===== config.mk =====
export PLATFORM = sky130hd
export DESIGN_NAME = avalon_gpio_ext
export DESIGN_NICKNAME = d
export VERILOG_FILES = /design/src/rtl/avalon_gpio_ext.sv
export SDC_FILE = /design/constraint.sdc
export NUM_CORES = 1
export LEC_CHECK = 0
export CORE_UTILIZATION = 55
export DETAILED_ROUTE_END_ITERATION = 16
export PLACE_DENSITY = 0.81
export RECOVER_POWER = 100
export SYNTH_ARGS = -nofsm -noshare
export SYNTH_HDL_FRONTEND = slang
export SYNTH_SLANG_ARGS = --single-unit

===== constraint.sdc =====
create_clock -name clk -period 3.2 [get_ports clk]
set_clock_uncertainty 0.2 [all_clocks]
set_input_delay 0.64 -clock clk [delete_from_list [all_inputs] [get_ports clk]]
set_output_delay 0.64 -clock clk [all_outputs]
set_load 0.02 [all_outputs]

===== src/rtl/avalon_gpio_ext.sv =====
// Avalon-MM GPIO port: per-bit direction, set/clear output access, synchronized
// inputs with maskable rise/fall edge capture and a level interrupt.
module avalon_gpio_ext #(
    parameter int               WIDTH       = 32,
    parameter int               SYNC_STAGES = 2,
    parameter logic [WIDTH-1:0] RESET_OUT   = '0
) (
    input  logic             clk,
    input  logic             reset_n,
    input  logic [2:0]       address,
    input  logic             chipselect,
    input  logic             write_n,
    input  logic [31:0]      writedata,
    output logic [31:0]      readdata,
    output logic             irq,
    input  logic [WIDTH-1:0] in_port,
    output logic [WIDTH-1:0] out_port,
    output logic [WIDTH-1:0] oe
);

    typedef enum logic [2:0] {
        ADDR_DATA     = 3'd0,
        ADDR_DIR      = 3'd1,
        ADDR_IRQ_MASK = 3'd2,
        ADDR_EDGE     = 3'd3,
        ADDR_OUTSET   = 3'd4,
        ADDR_OUTCLEAR = 3'd5,
        ADDR_RISE_EN  = 3'd6,
        ADDR_FALL_EN  = 3'd7
    } reg_addr_t;

    localparam logic [2:0] WARM_MAX = 3'(SYNC_STAGES + 1);

    reg_addr_t         reg_addr;
    logic              wr;
    logic [WIDTH-1:0]  wdata;
    logic              unused_wdata;

    logic [WIDTH-1:0]  data_out;
    logic [WIDTH-1:0]  dir;
    logic [WIDTH-1:0]  irq_mask;
    logic [WIDTH-1:0]  edge_capture;
    logic [WIDTH-1:0]  rise_en;
    logic [WIDTH-1:0]  fall_en;

    logic [SYNC_STAGES-1:0][WIDTH-1:0] sync_q;
    logic [WIDTH-1:0]  sync_in;
    logic [WIDTH-1:0]  prev_in;
    logic [2:0]        warm_cnt;
    logic              detect_en;

    logic [WIDTH-1:0]  edge_clear;
    logic [WIDTH-1:0]  edge_hit;
    logic [WIDTH-1:0]  edge_next;
    logic [WIDTH-1:0]  rd_value;
    logic [31:0]       rd_word;

    assign reg_addr     = reg_addr_t'(address);
    assign wr           = chipselect & ~write_n;
    assign wdata        = writedata[WIDTH-1:0];
    assign unused_wdata = ^writedata;

    assign sync_in   = sync_q[SYNC_STAGES-1];
    assign detect_en = (warm_cnt == WARM_MAX);

    // Synchronizer, previous-sample register and post-reset warm-up counter.
    always_ff @(posedge clk or negedge reset_n) begin
        if (!reset_n) begin
            sync_q   <= '0;
            prev_in  <= '0;
            warm_cnt <= '0;
        end else begin
            // NOTE: non-blocking so each stage samples its neighbour's pre-edge value.
            sync_q[0] <= in_port;
            for (int i = 1; i < SYNC_STAGES; i++) begin
                sync_q[i] <= sync_q[i-1];
            end
            prev_in <= sync_in;
            if (warm_cnt != WARM_MAX) begin
                warm_cnt <= warm_cnt + 3'd1;
            end
        end
    end

    always_comb begin
        // NOTE: every output gets a default first so no latch is inferred.
        edge_clear = '0;
        edge_hit   = '0;
        if (wr && reg_addr == ADDR_EDGE) begin
            edge_clear = wdata;
        end
        if (detect_en) begin
            edge_hit = (sync_in & ~prev_in & rise_en) | (~sync_in & prev_in & fall_en);
        end
        // A new edge wins over a simultaneous clear so nothing is lost.
        edge_next = (edge_capture & ~edge_clear) | edge_hit;
    end

    always_comb begin
        rd_value = '0;
        case (reg_addr)
            ADDR_DATA:                 rd_value = (dir & data_out) | (~dir & sync_in);
            ADDR_DIR:                  rd_value = dir;
            ADDR_IRQ_MASK:             rd_value = irq_mask;
            ADDR_EDGE:                 rd_value = edge_capture;
            ADDR_OUTSET, ADDR_OUTCLEAR: rd_value = data_out;
            ADDR_RISE_EN:              rd_value = rise_en;
            ADDR_FALL_EN:              rd_value = fall_en;
        endcase
        rd_word                = '0;
        rd_word[WIDTH-1:0]     = rd_value;
    end

    always_ff @(posedge clk or negedge reset_n) begin
        if (!reset_n) begin
            data_out     <= RESET_OUT;
            dir          <= '0;
            irq_mask     <= '0;
            edge_capture <= '0;
            rise_en      <= '0;
            fall_en      <= '0;
            readdata     <= '0;
        end else begin
            readdata     <= rd_word;
            edge_capture <= edge_next;
            if (wr) begin
                case (reg_addr)
                    ADDR_DATA:     data_out <= wdata;
                    ADDR_DIR:      dir      <= wdata;
                    ADDR_IRQ_MASK: irq_mask <= wdata;
                    ADDR_EDGE:     ;
                    ADDR_OUTSET:   data_out <= data_out | wdata;
                    ADDR_OUTCLEAR: data_out <= data_out & ~wdata;
                    ADDR_RISE_EN:  rise_en  <= wdata;
                    ADDR_FALL_EN:  fall_en  <= wdata;
                endcase
            end
        end
    end

    assign irq      = |(edge_capture & irq_mask);
    assign out_port = data_out;
    assign oe       = dir;

endmodule


Word level (Yosys, flattened, before mapping). Index checks and enable logic that the tools add are counted.

Input port bits: 71. Flip-flop bits (word level): 323. Logic and storage cells: 55.

Reduce and logical (&&, ||, !) cells: 10. Muxes and demuxes: 4. Equal/unequal tests: 9. $add $sub $neg: 1. Bitwise operators: 20.

Operator list (number): $and A32 B32 Y32 (9); $pmux W32 S7 (1); $not A32 Y32 (5); $or A32 B32 Y32 (4); $pmux W32 S3 (1); $mux W32 (2); $reduce_or A32 Y1 (1); $eq A3 B3 Y1 const B (4); $reduce_and A2 Y1 (5); $eq A3 B2 Y1 const B (3); $add A3 B1 Y3 const B (1); $eq A3 B1 Y1 const B (1); $logic_not A3 Y1 (1); $ne A3 B2 Y1 const B (1); $reduce_bool A3 Y1 (1); $reduce_or A2 Y1 (1); $and A1 B1 Y1 (1); $logic_and A1 B1 Y1 (1); $not A1 Y1 (1).

Depth between registers and ports, before layout.
Depth after elaboration: 7. Gate-level depth with buffers: 6. Mapped depth without buffers: 3.

Worst setup path before layout. No wires, ideal clock.

Path kind: register to output. From: register irq_mask[26]. To: output irq. Path buffers: 0. Path slack: 1.097 ns. Cell stages (with the launch flop): 4. Data arrival time: 1.263 ns. Path through: dfrtp_1 -> a22oi_1 -> nand4_1 -> or4_1.

Longest elaborated chain between the ends: 2.

Ends and longest elaborated chain: start, declared (line 41) `logic [WIDTH-1:0] irq_mask;`; start signal, assigned (line 130) `ADDR_IRQ_MASK: irq_mask <= wdata;`; $and A32 B32 Y32 (line 141) `assign irq = |(edge_capture & irq_mask);`; $reduce_or A32 Y1 (line 141); end, declared (line 15) `output logic irq,`.

Every way passes these cells.

Worst setup path in the final report.
From: register edge_capture[8]. To: output irq.

Longest elaborated chain between the ends: 2.

Ends and longest elaborated chain: start, declared (line 42) `logic [WIDTH-1:0] edge_capture;`; start signal, assigned (line 125) `edge_capture <= edge_next;`; $and A32 B32 Y32 (line 141); $reduce_or A32 Y1 (line 141).

Every way passes these cells.

==> results.json <==
{
  "synth.distinct_cells": 38,
  "row_count": 56,
  "synth_most_common_cell": "dfrtp_1",
  "synth-seq-area-share_pct": 59.96,
  "htree_levels": 2,
  "die_x_um": 158.6,
  "instances_no_fill": 1522,
  "async_flop_share_pct": 100.0,
  "clockBufferDepth": 3,
  "setup_viol": 0,
  "utilization_pct": 69.76,
  "p_leak_nw": 7.110,
  "cp_max_fo": 3,
  "peakVddDrop_v": 0.0004181,
  "p_per_area_nw_per_um2": 691.5,
  "grt_pass1_vias": 9681,
  "numCtsBuffers": 34,
  "grt_first_pass_wirelength_mm": 54.06,
  "grt_usage_pct": 28.57,
  "synthFlopType": "dfrtp_1",
  "rsz0062_at_grt": "false",
  "cts_setup_buffers": 0,
  "grt_max_degree": 81,
  "die_h_um": 158.6,
  "dieArea_um2": 25140,
  "hpwlAfterDp_mm": 22.08,
  "synth_area_leader_cell": "dfrtp_1",
  "cap_violations": 2,
  "io_buffers": 167,
  "netlist_top_cells_area": "dfrtp_1 (60%), mux2_2 (8.4%), mux4_2 (5.2%)",
  "clkLatencyLatePin_ps": 510,
  "status": "finished, violations left",
  "fin_crit_sh_pct": 97.78,
  "slew_headroom_pct": -36.88,
  "drc": 0,
  "antenna_found_initial": 1,
  "max_freq_mhz": 319.6,
  "globalRouteOverflowTotal": 0,
  "wl_per_cell_um": 22.55,
  "avgSynthCellArea_um2": 13.37,
  "via_per_inst": 6.158,
  "min_path_type": "reg2reg",
  "start_util_pct": 56.75,
  "stdcell_area_um2": 16570,
  "cts_root_buf": "clkbuf_16",
  "seqCellArea_um2": 8083,
  "multi_input_area_um2": 4996,
  "gp_congestion": 0.8118,
  "cp_data_required_time_ps": 2360,
  "violations": "capacitance limit, slew limit",
  "vias": 9372,
  "area_growth_pct": 22.92,
  "dr.pass1.iters": 6,
  "nets": 1249,
  "arrival_ps": 2290,
  "fill_cells": 1588,
  "fin_hold_ws_ps": 144.6,
  "dp.cells": 1458,
  "endpoint_kind": "primary output",
  "synth_seq_cells": 323,
  "pin_count": 168,
  "r2r_start": "warm_cnt[0]",
  "ant_nets": 0,
  "wl_mm": 34.32,
  "cts_tree": "yes",
  "syn-instance-count": 1008,
  "ys_warn_count": 0,
  "setup_tns_ps": 0,
  "synth_common_cells": "dfrtp_1 (323), mux2_2 (100), nand2_1 (91), a22o_1 (64)",
  "clk_pin_slew_worst_paths_ps": 60,
  "synth_area_um2": 13480,
  "final_layout_size_suffix_gt1_share_pct": 18.47,
  "worst_slew_pin_slew_ps": 2053,
  "cp-start-kind": "flip-flop",
  "timing.final.crit_period_ps": 3129,
  "synth_edf_count": 0,
  "slew_viol_final": 115,
  "crit_type": "reg2out",
  "cp-startpoint": "edge_capture[8]",
  "min_from": "sync_q[21]",
  "syn-num-nets": 1081,
  "clock_sinks": 323,
  "placed_cell_area_um2": 15640,
  "core_area_um2": 23750,
  "hold_viol_final": 0,
  "drtIter0Drc": 679,
  "netlist.area_leader.share_pct": 59.96
}
per-stage QoR:
stage | total power, mW | setup slack (ps)
3_5_place_dp | 7.669 | 407.9
3_3_place_gp | 7.576 | 428.9
2_1_floorplan | 6.521 | 1097
6_report | 11.46 | 70.96
5_1_grt | 11.91 | 2.321
4_1_cts | 11.70 | 61.74
registers in the layout, summed over array words and instances, names as in the netlist:
name / flops
prev_in: 32
oe: 32
out_port: 32
rise_en: 32
sync_in: 32
warm_cnt: 3
edge_capture: 32
sync_q: 32
fall_en: 32
readdata: 32
irq_mask: 32
path summary, 6_finish.rpt:
path                            cells after the start  slack (ps)           to
worst max-delay path                                4          70          irq
worst min-delay path                                0         140  sync_in[21]
worst max register to register                      3         580  warm_cnt[1]
worst min register to register                      0         140  sync_in[21]
max in group asynchronous                           3         430    sync_q[4]
min in group asynchronous                           2        1050  warm_cnt[0]
worst max-delay path, stage by stage, from the launching register on:
cell and delay (ps):
dfrtp_1 400, a22oi_1 260, nand4_1 140, or4_1 610
dlygate4sd2_1 360
final cells by class:
cell class                 instances  share of cell area (%)
antenna                            1                 0.01510
clock buffer                      55                   6.600
multi-input combinational        616                   30.15
sequential                       323                   48.78
clock inverter                     7                  0.3851
tap                              319                   2.409
inverter                           2                 0.04531
timing repair buffer             199                   11.61
cell usage in the layout, fill, tap and decap left out, types with 2 or more instances in the layout:
cell,instances
mux4_2,31
nand2b_1,31
o211ai_1,33
o21ai_0,7
a21oi_1,32
mux2_4,4
nand3_1,32
nand3b_1,6
nand4_1,4
clkbuf_2,6
clkbuf_8,10
clkbuf_1,14
nor2b_1,33
buf_12,4
ha_1,2
buf_6,3
buf_4,14
o31ai_1,31
a22o_1,64
dfrtp_1,323
a22oi_1,14
mux2_1,30
dlygate4sd3_1,130
nor2_1,2
nand2_1,90
a22oi_2,2
clkdlybuf4s50_1,33
nor3_1,31
mux2_2,97
clkbuf_16,37
inv_1,2
clkinv_2,5
o22ai_1,26
power by group:
group	total [mW]	switching, mW	internal [mW]
clock	4.01	1.58	2.42
sequential	5.25	0.524	4.73
combinational	2.20	1.08	1.12
routing by layer:
layer	up-vias	part of all wire [%]	track usage, %
li1	4065	-	-
met1	4873	42	38.24
met2	347	49	46.70
met3	87	5.6	4.899
met4	0	3.0	11.31
met5	-	0	0
logic make-up after synthesis:
kind of cell / share of synthesized area, %
muxes: 17.03
AOI/OAI and AO/OA: 11.33
and+or+nand+nor: 8.994
DFF: 59.96
adders and majority gates: 0.1856
buffers and inverters: 2.432
xor gates and xnor gates: 0.06498
timing repair:
item | CTS | global route
hold buffers | 1 | 0
cloned | 0 | 0
gates resized for setup | 1 | 2
setup endpoints to repair | 1 | 1
hold endpoints to repair | 74 | 0
Note: power is estimated with default switching activity, not from simulation.
